## config.mk

```make
export PLATFORM = sky130hd
export DESIGN_NAME = retospect_cfg_loader
export DESIGN_NICKNAME = d
export VERILOG_FILES = /design/src/rtl/retospect_cfg_loader_pkg.sv /design/src/rtl/retospect_cfg_loader_serializer.sv /design/src/rtl/retospect_cfg_loader.sv
export SDC_FILE = /design/constraint.sdc
export NUM_CORES = 1
export LEC_CHECK = 0
export ABC_AREA = 0
export CAP_MARGIN = 5
export CORE_MARGIN = 4
export CORE_UTILIZATION = 50
export CTS_CLUSTER_DIAMETER = 80
export DETAILED_ROUTE_END_ITERATION = 12
export DONT_BUFFER_PORTS = 1
export PLACE_DENSITY = 0.74
export SETUP_SLACK_MARGIN = 0.1
export SYNTH_ARGS = -nofsm -noshare
export SYNTH_HDL_FRONTEND = slang
export SYNTH_SLANG_ARGS = --single-unit
```

## constraint.sdc

```tcl
create_clock -name clk -period 1.7 [get_ports clk]
set_input_delay 0.085 -clock clk [delete_from_list [all_inputs] [get_ports clk]]
set_output_delay 0.085 -clock clk [all_outputs]
set_load 0.01 [all_outputs]
```

## src/rtl/retospect_cfg_loader_pkg.sv

```systemverilog
// Shared definitions for the configuration-chain loader: FSM encoding and
// default chain geometry.
package retospect_cfg_loader_pkg;

  localparam int CLOCKBOX_BITS     = 48;
  localparam int CELL_COUNT        = 16;
  localparam int CELL_BITS         = 21;
  localparam int CHAIN_LEN_DEFAULT = CLOCKBOX_BITS + CELL_COUNT * CELL_BITS;
  localparam int NN_PULSE_DEFAULT  = 2;

  typedef enum logic [2:0] {
    IDLE  = 3'd0,
    LOAD  = 3'd1,
    SHIFT = 3'd2,
    PULSE = 3'd3,
    DONE  = 3'd4
  } state_t;

endpackage

```

## src/rtl/retospect_cfg_loader_serializer.sv

```systemverilog
// 8-bit parallel-in/serial-out shifter with optional capture of the chain tail.
// Capture logic exists only when RETOSPECT_CFG_READBACK_EN is defined.
module retospect_cfg_serializer
  import retospect_cfg_loader_pkg::*;
(
  input  logic       clk,
  input  logic       rst_n,
  input  logic       load,
  input  logic [7:0] load_data,
  input  logic       shift,
  input  logic       last,
  input  logic       ser_in,
  output logic       ser_out,
  output logic [7:0] cap_data,
  output logic       cap_valid
);

  logic [7:0] sr_r;

  // Parallel capture of a new byte, or shift right toward the serial output.
  always_ff @(posedge clk or negedge rst_n) begin
    if (!rst_n) begin
      sr_r <= 8'd0;
    end else if (load) begin
      sr_r <= load_data;
    end else if (shift) begin
      sr_r <= {1'b0, sr_r[7:1]};
    end else begin
      sr_r <= sr_r;
    end
  end

  assign ser_out = sr_r[0];

`ifdef RETOSPECT_CFG_READBACK_EN
  logic [7:0] cap_r;
  logic [7:0] cap_data_r;
  logic       cap_valid_r;
  logic [7:0] cap_next_s;

  // Tail bits enter at the MSB so the first sampled bit lands in bit 0.
  assign cap_next_s = {ser_in, cap_r[7:1]};

  // Sample the tail on every shift edge; publish the byte after its 8th bit.
  always_ff @(posedge clk or negedge rst_n) begin
    if (!rst_n) begin
      cap_r       <= 8'd0;
      cap_data_r  <= 8'd0;
      cap_valid_r <= 1'b0;
    end else begin
      if (shift) begin
        cap_r <= cap_next_s;
      end else begin
        cap_r <= cap_r;
      end
      if (shift && last) begin
        cap_data_r  <= cap_next_s;
        cap_valid_r <= 1'b1;
      end else begin
        cap_data_r  <= cap_data_r;
        cap_valid_r <= 1'b0;
      end
    end
  end

  assign cap_data  = cap_data_r;
  assign cap_valid = cap_valid_r;
`else
  logic unused_s;
  assign unused_s  = ^{ser_in, last};
  assign cap_data  = 8'd0;
  assign cap_valid = 1'b0;
`endif

endmodule

```

## src/rtl/retospect_cfg_loader.sv

```systemverilog
// Loads CHAIN_LEN configuration bits byte-by-byte into a serial chain, then
// pulses the neuron-state reset. Readback gated by RETOSPECT_CFG_READBACK_EN.
module retospect_cfg_loader
  import retospect_cfg_loader_pkg::*;
#(
  parameter int CHAIN_LEN = CHAIN_LEN_DEFAULT,
  parameter int NN_PULSE  = NN_PULSE_DEFAULT
) (
  input  logic       clk,
  input  logic       rst_n,
  input  logic       start,
  input  logic [7:0] in_data,
  input  logic       in_valid,
  output logic       in_ready,
  output logic       cfg_en,
  output logic       bs_out,
  input  logic       bs_return,
  output logic       nn_reset,
  output logic       busy,
  output logic       done,
  output logic [7:0] rd_data,
  output logic       rd_valid
);

  localparam int CNT_W   = $clog2(CHAIN_LEN + 1);
  localparam int PULSE_W = (NN_PULSE > 1) ? $clog2(NN_PULSE) : 1;

  state_t             state_r;
  state_t             state_s;
  logic [CNT_W-1:0]   bit_cnt_r;
  logic [CNT_W-1:0]   bit_cnt_s;
  logic [PULSE_W-1:0] pulse_cnt_r;
  logic [PULSE_W-1:0] pulse_cnt_s;
  logic               load_s;
  logic               shift_s;
  logic               last_s;
  logic               ser_bit_s;
  logic               in_ready_r;
  logic               cfg_en_r;
  logic               nn_reset_r;
  logic               busy_r;
  logic               done_r;

  // Next-state, counter update and serializer strobes.
  always_comb begin
    state_s     = state_r;
    bit_cnt_s   = bit_cnt_r;
    pulse_cnt_s = pulse_cnt_r;
    load_s      = 1'b0;
    shift_s     = 1'b0;
    last_s      = 1'b0;
    case (state_r)
      IDLE: begin
        if (start) begin
          bit_cnt_s = {CNT_W{1'b0}};
          state_s   = LOAD;
        end else begin
          state_s = IDLE;
        end
      end
      LOAD: begin
        if (in_valid) begin
          load_s  = 1'b1;
          state_s = SHIFT;
        end else begin
          state_s = LOAD;
        end
      end
      SHIFT: begin
        shift_s   = 1'b1;
        bit_cnt_s = bit_cnt_r + CNT_W'(1);
        // CHAIN_LEN is a multiple of 8, so the low bits mark byte boundaries.
        if (bit_cnt_r[2:0] == 3'd7) begin
          last_s = 1'b1;
          if (bit_cnt_s == CNT_W'(CHAIN_LEN)) begin
            pulse_cnt_s = {PULSE_W{1'b0}};
            state_s     = PULSE;
          end else begin
            state_s = LOAD;
          end
        end else begin
          state_s = SHIFT;
        end
      end
      PULSE: begin
        if (pulse_cnt_r == PULSE_W'(NN_PULSE - 1)) begin
          state_s = DONE;
        end else begin
          pulse_cnt_s = pulse_cnt_r + PULSE_W'(1);
          state_s     = PULSE;
        end
      end
      DONE: begin
        state_s = IDLE;
      end
      default: begin
        state_s = IDLE;
      end
    endcase
  end

  // State, counters and outputs registered from the next-state decode so the
  // outputs always track the current state without combinational glitches.
  always_ff @(posedge clk or negedge rst_n) begin
    if (!rst_n) begin
      state_r     <= IDLE;
      bit_cnt_r   <= {CNT_W{1'b0}};
      pulse_cnt_r <= {PULSE_W{1'b0}};
      in_ready_r  <= 1'b0;
      cfg_en_r    <= 1'b0;
      nn_reset_r  <= 1'b0;
      busy_r      <= 1'b0;
      done_r      <= 1'b0;
    end else begin
      state_r     <= state_s;
      bit_cnt_r   <= bit_cnt_s;
      pulse_cnt_r <= pulse_cnt_s;
      in_ready_r  <= (state_s == LOAD);
      cfg_en_r    <= (state_s == SHIFT);
      nn_reset_r  <= (state_s == PULSE);
      busy_r      <= (state_s != IDLE);
      done_r      <= (state_s == DONE);
    end
  end

  retospect_cfg_serializer u_serializer (
    .clk       (clk),
    .rst_n     (rst_n),
    .load      (load_s),
    .load_data (in_data),
    .shift     (shift_s),
    .last      (last_s),
    .ser_in    (bs_return),
    .ser_out   (ser_bit_s),
    .cap_data  (rd_data),
    .cap_valid (rd_valid)
  );

  assign in_ready = in_ready_r;
  assign cfg_en   = cfg_en_r;
  assign bs_out   = cfg_en_r & ser_bit_s;
  assign nn_reset = nn_reset_r;
  assign busy     = busy_r;
  assign done     = done_r;

endmodule

```

-- Word level (Yosys, flattened, before mapping)
Cells that the tools add are included.
- register bits: 26
- input port bits: 13
- output and inout port bits: 15
- word-level logic and storage cells: 48
- $add $sub $neg: 2
- eq/ne operators: 12
- multiplexer cells: 17
- bitwise operators: 1
- reduce and logical (&&, ||, !) cells: 7
- operator list (kind ; count):
    $pmux 9 s2 ; 1
    $mux 8 ; 2
    $eq 3x2->1 const B ; 4
    $pmux 3 s4 ; 1
    $add 9x1->9 const B ; 1
    $eq 9x9->1 const B ; 1
    $mux 9 ; 1
    $mux 1 ; 7
    $eq 3x1->1 const B ; 2
    $eq 3x3->1 const B ; 2
    $mux 3 ; 2
    $ne 2x2->1 const B ; 3
    $reduce_bool 2->1 ; 3
    $mux 2 ; 2
    $logic_not 3->1 ; 1
    $reduce_and 3->1 ; 1
    $reduce_bool 3->1 ; 1
    $pmux 1 s2 ; 1
    $reduce_and 2->1 ; 1
    $add 1x1->1 const B ; 1
    $and 1x1->1 ; 1

-- Longest topological paths before layout
Gate-level depths: netlist of run 1.
- word-level depth: 6
- gate-level depth with buffers: 7
- depth with buffers taken out: 7

-- Modules after synthesis
A second synthesis of run 1 with hierarchy kept.
- cells, all modules: 142
- area total of the unflattened synthesis: 1386.3 um^2
- by module, submodules not included (module ; times used ; cells an instance ; area each (um^2) ; seq. area each (um^2)):
    retospect_cfg_loader ; 1 ; 98 ; 945.9 ; 450.4
    retospect_cfg_serializer ; 1 ; 44 ; 440.4 ; 200.2

-- Worst setup path after synthesis of run 1
No wires, ideal clock.
- path kind: flip-flop to flip-flop
- start: register bit_cnt_r[0]
- end: register nn_reset_r (netlist: nn_reset)
- library setup time: 0.092 ns
- data arrival time: 1.685 ns
- data required time: 1.608 ns
- slack: -0.077 ns
- cell stages (with the launch flop): 6
- buffers on the path: 0
- clock period less this slack: 1.777 ns
- cells stage by stage: dfrtp_1 ha_1 ha_1 nand2b_1 a2111o_1 o31ai_2
- word-level cells in the longest chain between the ends: 6
- elaborated cells between the ends (all ways): 7
- classes of those cells: add/sub (1); eq/ne (3); mux (3)
- RTL lines (what ; line ; source):
    from (decl) ; retospect_cfg_loader.sv:30 ; logic [CNT_W-1:0] bit_cnt_r;
    from (signal assigned) ; retospect_cfg_loader.sv:107 ; bit_cnt_r <= {CNT_W{1'b0}};
    from (signal assigned) ; retospect_cfg_loader.sv:116 ; bit_cnt_r <= bit_cnt_s;
    $add 9x1->9 ; retospect_cfg_loader.sv:71 ; bit_cnt_s = bit_cnt_r + CNT_W'(1);
    $eq 9x9->1 ; retospect_cfg_loader.sv:75 ; if (bit_cnt_s == CNT_W'(CHAIN_LEN)) begin
    $mux 2 ; retospect_cfg_loader.sv:75 ;
    $mux 3 (*) ; retospect_cfg_loader.sv:73 ; if (bit_cnt_r[2:0] == 3'd7) begin
    $pmux 3 s4 (*) ; retospect_cfg_loader.sv:52 ; case (state_r)
    $eq 3x2->1 (*) ; retospect_cfg_loader.sv:120 ; nn_reset_r <= (state_s == PULSE);
    to (signal assigned) ; retospect_cfg_loader.sv:120 ;
    to (decl) ; retospect_cfg_loader.sv:40 ; logic nn_reset_r;
Every way passes the cells marked *; elsewhere a longest branch is shown, timed or not.
A chain may end at the register's enable or synchronous reset.

-- Worst setup path in the final report of run 1
- start: register bit_cnt_r[1]
- end: register nn_reset_r (netlist: nn_reset)
The elaborated chain is that of the path after synthesis.

==> results of run 1 <==
==> worst max-delay path: stages (launching register included) <==
cell and delay (ns):
dfrtp_1 0.45, ha_4 0.21, a311oi_2 0.25, a31oi_2 0.09
a2111o_1 0.45, o31ai_2 0.18
==> worst max-delay path by stage <==
stage                             start                 end  slack (ns)
5_1_grt        bit_cnt_r[1]$_DFFE_PN0P_  nn_reset$_DFF_PN0_       -0.09
6_report       bit_cnt_r[1]$_DFFE_PN0P_  nn_reset$_DFF_PN0_      -0.005
3_3_place_gp   bit_cnt_r[1]$_DFFE_PN0P_  nn_reset$_DFF_PN0_        0.04
4_1_cts        bit_cnt_r[1]$_DFFE_PN0P_  nn_reset$_DFF_PN0_        0.01
3_5_place_dp   bit_cnt_r[1]$_DFFE_PN0P_  nn_reset$_DFF_PN0_       -0.01
2_1_floorplan  bit_cnt_r[3]$_DFFE_PN0P_  nn_reset$_DFF_PN0_        0.08
==> area by class of cell <==
class | instances | area, µm² | share of cell area (%)
repair buffers | 22 | 200 | 12.0
multi-input cells | 106 | 743 | 44.7
well taps | 30 | 37.5 | 2.26
clock buffers | 3 | 22.5 | 1.35
flip-flops and latches | 26 | 653 | 39.2
inverters | 2 | 7.51 | 0.451
==> state kept, by name, summed over array words and instances (netlist names) <==
| register | flops |
|---|---|
| bit_cnt_r | 9 |
| u_serializer.sr_r | 8 |
| state_r | 3 |
| busy | 1 |
| cfg_en | 1 |
| done | 1 |
| in_ready | 1 |
| nn_reset | 1 |
| pulse_cnt_r | 1 |
==> kinds of logic after synthesis <==
| kind of cell | Yosys count | share of synthesized area (%) |
|---|---|---|
| buf+inv | 20 | 8.59 |
| simple gates | 44 | 16.5 |
| compound gates | 41 | 19.5 |
| flops | 26 | 46.5 |
| xor+xnor | 4 | 2.50 |
| other cells | 1 | 0.268 |
| mux | 6 | 4.29 |
| fa+ha+maj | 2 | 1.79 |
==> per-stage QoR <==
step           hold slack, ns  setup WS (ns)  utilization, %
2_1_floorplan          -0.211         0.0809               -
3_3_place_gp           -0.210         0.0396            55.4
3_5_place_dp           -0.210        -0.0148            55.4
4_1_cts                 0.137        0.00964            61.6
5_1_grt                 0.169        -0.0858            64.8
6_report                0.149       -0.00489            64.8
==> metal layers <==
metal,vias up,part of all wire (%),routed length [µm],global-route usage [%]
met4,0,0.35,10,2.79
li1,527,-,-,-
met2,47,49,1410,29.2
met1,529,43,1240,23.9
met5,-,0,0,0
met3,2,7.1,202,3.83
==> synthesized netlist by cell type (2+ instances only) <==
library cell | instances | area share, %
dfrtp_1 | 26 | 47
nand2_1 | 18 | 4.8
o21ai_0 | 11 | 3.9
buf_4 | 9 | 4.8
o21ai_1 | 7 | 2.5
mux2i_1 | 6 | 4.3
clkbuf_1 | 5 | 1.3
nand2b_1 | 5 | 2.2
a21oi_1 | 4 | 1.4
nor2_1 | 4 | 1.1
a31oi_1 | 3 | 1.3
and2_1 | 3 | 1.3
and3_1 | 3 | 1.3
a22o_1 | 2 | 1.3
buf_2 | 2 | 0.72
ha_1 | 2 | 1.8
inv_1 | 2 | 0.54
nand3_1 | 2 | 0.72
nand4_1 | 2 | 0.89
xnor2_1 | 2 | 1.3
xor2_1 | 2 | 1.3
==> report_power, final <==
part           leakage, nW  switching [W]  internal (W)
registers            0.334       0.000164      0.000806
logic                0.401       0.000439      0.000407
clock network       0.0138       0.000175     0.0000831
==> timing repair <==
item                       in CTS  in global routing
setup endpoints to repair       6                 12
hold buffers                   10                  0
buffers inserted                1                  3
hold endpoints to repair       34                  0
gates resized for setup         3                 14
pin swaps                       3                  5
==> summary.txt, run 1 <==
STA
  – Final min period: 1.70 ns
  – Final worst-path cycle share: 100%
  – Setup tns final: -0.00489 ns
  – Worst Skew: 0.00995 ns
  – Endpoints failing setup: 1
  – Final max-slew violation count: 0
  – Max-slew headroom: 55.4%
  – RSZ-0062 raised after global routing: true
  – Final Hold Fails: 0
  – Fmax: 0.587 GHz
  – Worst Max-Slew Pin Slew: 0.665 ns
  – Slack of the critical path: -0.00489 ns

Power and ir drop
  – P per Cell Area: 1250 nW/µm²
  – Pwr Total: 0.00207 W
  – Peak supply drop: 1.12 mV
  – Lkg Pwr: 0.749 nW

Global routing
  – First-pass GRT wire length: 4.93 mm
  – Number of global-route vias before repair: 1071
  – Gr usage total: 17.5%
  – GRT Residual Overflow: 0
  – Largest net degree at the start of global routing: 27
  – Initial antenna violation count: 0

Clock network
  – CTS max path bufs: 2
  – CTS Root Cell: clkbuf_4
  – Clock Latency Late Sink: 0.32 ns
  – CTS Buf Count: 3
  – CTS H-tree lvls: 1
  – CTS tree: yes
  – Worst-path clk slew: 0.14 ns
  – Clock Sinks: 26

Worst hold path
  – Min-Delay Path Class: in -> reg
  – WHS Endpoint: bit_cnt_r[8]$_DFFE_PN0P_
  – Hold Crit Start: start
  – Hold path cells: 3

Worst setup path
  – Required time of the critical path: 1.95 ns
  – Reg-to-reg slack, setup: -0.005 ns
  – Crit Path Category: reg -> reg
  – Worst Path Max Fanout: 5
  – Crit path DAT: 1.95 ns
  – Crit Reg-Reg Endpoint: nn_reset$_DFF_PN0_
  – Startpoint types: flop
  – CP endpoint kind: flop
  – R2R depth: 5
  – Reg2reg start: bit_cnt_r[1]$_DFFE_PN0P_

Logic synthesis
  – Flops & latches, synth: 26
  – Gate Count Post-Synth: 144
  – Sequential-to-total area share from yosys stat: 46.5%
  – Top_reg_cell synth: dfrtp_1
  – Yosys Warn Count: 0
  – Library cells used by synthesis: 45
  – Syn Std Cell Area: 1400 µm²
  – Async SR Flop Fraction: 100%
  – Syn avg cell area: 9.71 µm²
  – EDFF count, synth: 0

Routing
  – Drt first pass iters: 4
  – Via density: 5.85
  – DRT iter0 DRCs: 68
  – Residual DRC: 0
  – Vias: 1105
  – Antenna viol nets, final: 0
  – Overall routed net length: 2.85 mm
  – Wirelength per Cell: 15.1 µm

Die
  – Die ar.: 3710 µm²
  – Die Wd: 60.9 µm
  – Initial core utilization: 54.5%
  – Die H: 60.9 µm
  – Site Rows: 18
  – Ports: 28
  – Area of the core: 2570 µm²

Run status
  – Failing checks: setup timing
  – Outcome: finished, violations left

Final layout
  – Fill cells: 203
  – Area growth syn-to-layout: 19.0%
  – Final instance area: 1660 µm²
  – Share of cells above drive strength 1: 22.0%
  – Most common cell after layout, fill and taps aside: dfrtp_1
  – Commonest cells after routing, fill and taps aside: dfrtp_1, nand2_1, buf_4
  – Diode count: 0
  – Fin cells: 189
  – Final nets: 176

Placement
  – Port-buffer cells: 0
  – Hpwl dp: 1.90 mm
  – Inst Count DP: 172
  – GPL Wtd Cong: 0.895
  – Placed cell area: 1420 µm²

Run
  – Total of max-cap violations: 0
Power figures use the tool's default switching activity.
==> run 2, diff against run 1 <==
- SKIP_LAST_GASP: not set -> 1
==> run 2 against run 1 <==
Cell area fell by 0.53%. Setup slack better by 0.0033 ns. Clock-buffer cell count is the same. Non-clock buffer count unchanged. Highest routed layer unchanged. Via count grew 0.45%. Clock skew is 0.00083 ns higher. Largest cell class unchanged. Critical endpoint unchanged. Largest power group unchanged. Combinational power shrank 1%. The flow still finishes with violations (setup timing). Sequential power about the same. Die area is the same. Fmax is 0.20% higher. Power fell by 0.59%.
==> summary.txt, run 2 (synthesis gave the netlist of run 1 again) <==
Die
  – Die Wd: 60.9 µm
  – Area of the core: 2570 µm²
  – Ports: 28
  – Initial core utilization: 54.5%
  – Die ar.: 3710 µm²
  – Die H: 60.9 µm
  – Site Rows: 18

Routing
  – Wirelength per Cell: 15.1 µm
  – DRT iter0 DRCs: 65
  – Vias: 1110
  – Antenna viol nets, final: 0
  – Overall routed net length: 2.85 mm
  – Via density: 5.87
  – Residual DRC: 0
  – Drt first pass iters: 4

Worst setup path
  – CP endpoint kind: flop
  – Worst Path Max Fanout: 5
  – Crit path DAT: 1.95 ns
  – Buf/Inv on CP: 0
  – Critical path, cell by cell: ha_4 -> a311oi_2 -> a31oi_2 -> a2111o_1 -> o31ai_2
  – Required time of the critical path: 1.95 ns
  – Slowest CP cell: dfrtp_1
  – CP delay by family, top: compound AO/OA/AOI/OAI gates
  – Worst stage delay on the critical path: 0.45 ns
  – Startpoint types: flop
  – Crit Path Category: reg -> reg

Final layout
  – Fill cells: 204
  – Final nets: 176
  – Most common cell after layout, fill and taps aside: dfrtp_1
  – Diode count: 0
  – Area growth syn-to-layout: 18.3%
  – Register area: 653 µm²
  – Final instance area: 1660 µm²
  – Max FFs per register: 9
  – Commonest cells after routing, fill and taps aside: dfrtp_1, nand2_1, buf_4
  – Most flops, register: bit_cnt_r
  – Share of cells above drive strength 1: 21.4%
  – Multi-input logic area: 734 µm²
  – Largest regs: bit_cnt_r: 9 flops, u_serializer.sr_r: 8 flops, state_r: 3 flops

Run status
  – Outcome: finished, violations left
  – Failing checks: setup timing

STA
  – Max-slew headroom: 55.4%
  – Endpoints failing setup: 1
  – Final min period: 1.70 ns
  – Setup tns final: -0.00157 ns
  – Worst Max-Slew Pin Slew: 0.665 ns
  – Final max-slew violation count: 0
  – RSZ-0062 raised after global routing: true
  – Fmax: 0.588 GHz
  – Final worst-path cycle share: 100%
  – Worst Skew: 0.0108 ns
  – Final Hold Fails: 0
  – Slack of the critical path: -0.00157 ns

Global routing
  – Met2 GRT Util: 29.2%
  – Largest net degree at the start of global routing: 27
  – GR Layer Usage met3: 3.83%
  – Gr usage total: 17.5%
  – Met1 Track Usage GR: 23.9%
  – Top Usage Layer GRT: met2
  – GRT Residual Overflow: 0
  – First-pass GRT wire length: 4.93 mm
  – Initial antenna violation count: 0
  – Number of global-route vias before repair: 1071

Power and ir drop
  – Pwr Total: 0.00206 W
  – P per Cell Area: 1250 nW/µm²
  – Lkg Pwr: 0.747 nW
  – Peak supply drop: 1.08 mV

Placement
  – Port-buffer cells: 0
  – Hpwl dp: 1.90 mm
  – GPL Wtd Cong: 0.895
  – Placed cell area: 1420 µm²

Worst hold path
  – Min-Delay Path Class: in -> reg

Clock network
  – Clock Sinks: 26
  – CTS tree: yes
  – Worst-path clk slew: 0.14 ns
  – CTS Buf Count: 3
  – Clock Latency Late Sink: 0.32 ns
  – CTS Root Cell: clkbuf_4
  – CTS max path bufs: 2
  – CTS H-tree lvls: 1

Run
  – Total of max-cap violations: 0
==> run 2: path summary, 6_finish.rpt <==
kind                       depth (start not counted)                              from  slack (ns)                                to
hold / removal                                     3                             start        0.15          bit_cnt_r[8]$_DFFE_PN0P_
max in group asynchronous                          2                             rst_n        1.35          bit_cnt_r[4]$_DFFE_PN0P_
hold reg to reg                                    2  u_serializer.sr_r[1]$_DFFE_PN0P_        0.52  u_serializer.sr_r[0]$_DFFE_PN0P_
setup / recovery                                   5          bit_cnt_r[1]$_DFFE_PN0P_      -0.002                nn_reset$_DFF_PN0_
setup reg to reg                                   5          bit_cnt_r[1]$_DFFE_PN0P_      -0.002                nn_reset$_DFF_PN0_
min in group asynchronous                          2                             rst_n        0.17  u_serializer.sr_r[0]$_DFFE_PN0P_
==> run 2: layout make-up <==
type / count / share of cell area (%)
Sequential cell: 26 / 39.5
Multi-Input combinational cell: 106 / 44.4
Tap cell: 30 / 2.27
Clock buffer: 3 / 1.36
Timing Repair Buffer: 22 / 12.1
Inverter: 2 / 0.454
==> run 2: worst reg2reg max path, cell delays in order (launching register included) <==
cell	delay (ns)
dfrtp_1	0.45
ha_4	0.21
a311oi_2	0.25
a31oi_2	0.09
a2111o_1	0.45
o31ai_2	0.18
==> run 2: timing repair <==
| item | in CTS | in global routing |
|---|---|---|
| endpoints found under the hold margin | 34 | 0 |
| setup endpoints to repair | 6 | 12 |
| pin swaps | 3 | 5 |
| hold buffers | 10 | 0 |
| setup buffers | 1 | 3 |
| resized for setup | 3 | 12 |
==> run 2: power breakdown <==
group          total [W]  switching [W]  internal [W]
Sequential      0.000969       0.000163      0.000806
Clock           0.000259       0.000176     0.0000831
Combinational   0.000834       0.000434      0.000400
Total            0.00206       0.000773       0.00129
==> run 2: layer usage <==
metal	wire length (µm)	vias up
li1	-	527
met1	1220	531
met2	1410	48
met3	199	4
met4	21	0
met5	0	-
==> run 2: metrics by stage <==
stage	setup WS, ns	util (%)	hold slack [ns]	instances
2_1_floorplan	0.0809	-	-0.211	152
3_3_place_gp	0.0396	55.4	-0.210	172
3_5_place_dp	-0.0148	55.4	-0.210	172
4_1_cts	0.00964	61.6	0.137	186
5_1_grt	-0.0858	64.5	0.169	189
6_report	-0.00157	64.5	0.148	189
==> run 3, diff against run 2 <==
- PLACE_DENSITY: 0.74 -> 0.71
- clock period: 1.7 -> 1.78 ns (I/O delays scaled with it)
==> run 3 against run 2 <==
The flow now finishes without violations. Sequential power shrank 2.9%. Clock-buffer cell count is the same. Global-route usage grew 1.4 points. Cell count is the same. Power grew 2.1%. Core utilization grew 3.1 points. Setup slack gained 0.041 ns. Critical path depth shrank 1. Register-to-register slack gained 0.04 ns. Fmax shrank 2.3%. Wire length grew 9.6%. Highest routed layer unchanged.
==> summary.txt, run 3 (synthesis gave the netlist of run 1 again) <==
STA
  – Endpoints failing setup: 0
  – Final worst-path cycle share: 97.8%
  – Max-slew headroom: 56.2%
  – Worst Max-Slew Pin Slew: 0.653 ns
  – RSZ-0062 raised after global routing: true
  – Worst Skew: 0.00217 ns
  – Final max-slew violation count: 0
  – Slack of the critical path: 0.0390 ns
  – Final Hold Fails: 0
  – Final min period: 1.74 ns
  – Fmax: 0.574 GHz

Routing
  – Drt first pass iters: 4
  – Antenna viol nets, final: 0
  – Wirelength per Cell: 16.5 µm
  – Vias: 1100
  – DRT iter0 DRCs: 55
  – Residual DRC: 0
  – Via density: 5.82
  – Overall routed net length: 3.12 mm

Global routing
  – Largest net degree at the start of global routing: 27
  – Top Usage Layer GRT: met2
  – Met1 Track Usage GR: 23.6%
  – Number of global-route vias before repair: 1059
  – Gr usage total: 19.0%
  – Met2 GRT Util: 33.4%
  – GR Layer Usage met3: 5.32%
  – GRT Residual Overflow: 0
  – First-pass GRT wire length: 5.13 mm
  – Initial antenna violation count: 0

Final layout
  – Diode count: 0
  – Commonest cells after routing, fill and taps aside: dfrtp_1, nand2_1, o21ai_0
  – Final instance area: 1730 µm²
  – Final nets: 175
  – Most common cell after layout, fill and taps aside: dfrtp_1
  – Max FFs per register: 9
  – Area growth syn-to-layout: 24.0%
  – Fill cells: 199
  – Largest regs: bit_cnt_r: 9 flops, u_serializer.sr_r: 8 flops, state_r: 3 flops
  – Most flops, register: bit_cnt_r
  – Share of cells above drive strength 1: 22.0%

Clock network
  – CTS tree: yes
  – CTS H-tree lvls: 1
  – CTS max path bufs: 2
  – Worst-path clk slew: 0.14 ns
  – Clock Latency Late Sink: 0.33 ns
  – CTS Root Cell: clkbuf_4
  – Clock Sinks: 26
  – CTS Buf Count: 3

Die
  – Site Rows: 18
  – Area of the core: 2570 µm²
  – Die H: 60.9 µm
  – Initial core utilization: 54.5%
  – Die Wd: 60.9 µm
  – Ports: 28
  – Die ar.: 3710 µm²

Run
  – Total of max-cap violations: 0

Worst setup path
  – Startpoint types: flop
  – Slowest CP cell: dfrtp_2
  – Critical path, cell by cell: and4_4 -> a211o_1 -> a2111o_1 -> o31ai_2
  – CP delay by family, top: compound AO/OA/AOI/OAI gates
  – Crit Path Category: reg -> reg
  – Worst stage delay on the critical path: 0.47 ns
  – Required time of the critical path: 2.03 ns
  – CP endpoint kind: flop
  – Buf/Inv on CP: 0
  – Crit path DAT: 2.00 ns
  – Worst Path Max Fanout: 3

Placement
  – Port-buffer cells: 0
  – GPL Wtd Cong: 0.788
  – Post-Place Setup Slack: -0.0228 ns
  – Hpwl dp: 1.90 mm
  – Placed cell area: 1390 µm²

Run status
  – Outcome: completed

Power and ir drop
  – Peak supply drop: 1.00 mV
  – P per Cell Area: 1210 nW/µm²
  – Pwr Total: 0.00211 W
  – Lkg Pwr: 0.757 nW

Worst hold path
  – Min-Delay Path Class: in -> reg
[run 3: worst reg2reg max path: stages (launching register included)]
cell	delay [ns]
dfrtp_2	0.47
and4_4	0.21
a211o_1	0.31
a2111o_1	0.46
o31ai_2	0.22
[run 3: cell type report]
class | count | area [µm²] | area share (%)
repair buffers | 21 | 205 | 11.8
flip-flops and latches | 26 | 653 | 37.7
clock buffers | 3 | 22.5 | 1.30
multi-input cells | 106 | 778 | 44.9
inverters | 2 | 7.51 | 0.433
well taps | 30 | 37.5 | 2.16
clock inverters | 1 | 30.0 | 1.73
[run 3: path summary, 6_finish.rpt]
path,start,end,slack (ns),cells after the start
max,bit_cnt_r[2]$_DFFE_PN0P_,nn_reset$_DFF_PN0_,0.04,4
min,start,bit_cnt_r[8]$_DFFE_PN0P_,0.15,3
max reg2reg,bit_cnt_r[2]$_DFFE_PN0P_,nn_reset$_DFF_PN0_,0.04,4
min reg2reg,u_serializer.sr_r[0]$_DFFE_PN0P_,u_serializer.sr_r[0]$_DFFE_PN0P_,0.53,2
max in group asynchronous,rst_n,state_r[0]$_DFF_PN0_,1.43,2
min in group asynchronous,rst_n,done$_DFF_PN0_,0.18,2
[run 3: what timing repair did]
item	4_1_cts	5_1_grt
hold buffers	10	0
gates resized for setup	9	9
endpoints found under the hold margin	34	0
pin swaps	5	9
setup buffers	6	2
setup endpoints to repair	4	7
[run 3: stage by stage]
stage | hold slack, ns | utilization (%) | setup TNS [ns] | std cells
after floorplan | -0.207 | - | 0 | 152
after global placement | -0.206 | 53.9 | 0 | 167
after detailed placement | -0.206 | 53.9 | -0.0228 | 167
after CTS | 0.134 | 65.0 | 0 | 187
after global routing | 0.161 | 67.5 | -0.0772 | 189
final | 0.145 | 67.5 | 0 | 189
[run 3: routing by layer]
layer | up-vias | share of wire (%)
met5 | - | 0
met4 | 0 | 0.99
met3 | 6 | 5.0
met2 | 32 | 52
met1 | 538 | 42
li1 | 524 | -
[run 3: report_power, final]
group,switching [W],internal (W)
Combinational,0.000416,0.000338
Clock,0.000183,0.000228
Sequential,0.000169,0.000773
Total,0.000768,0.00134
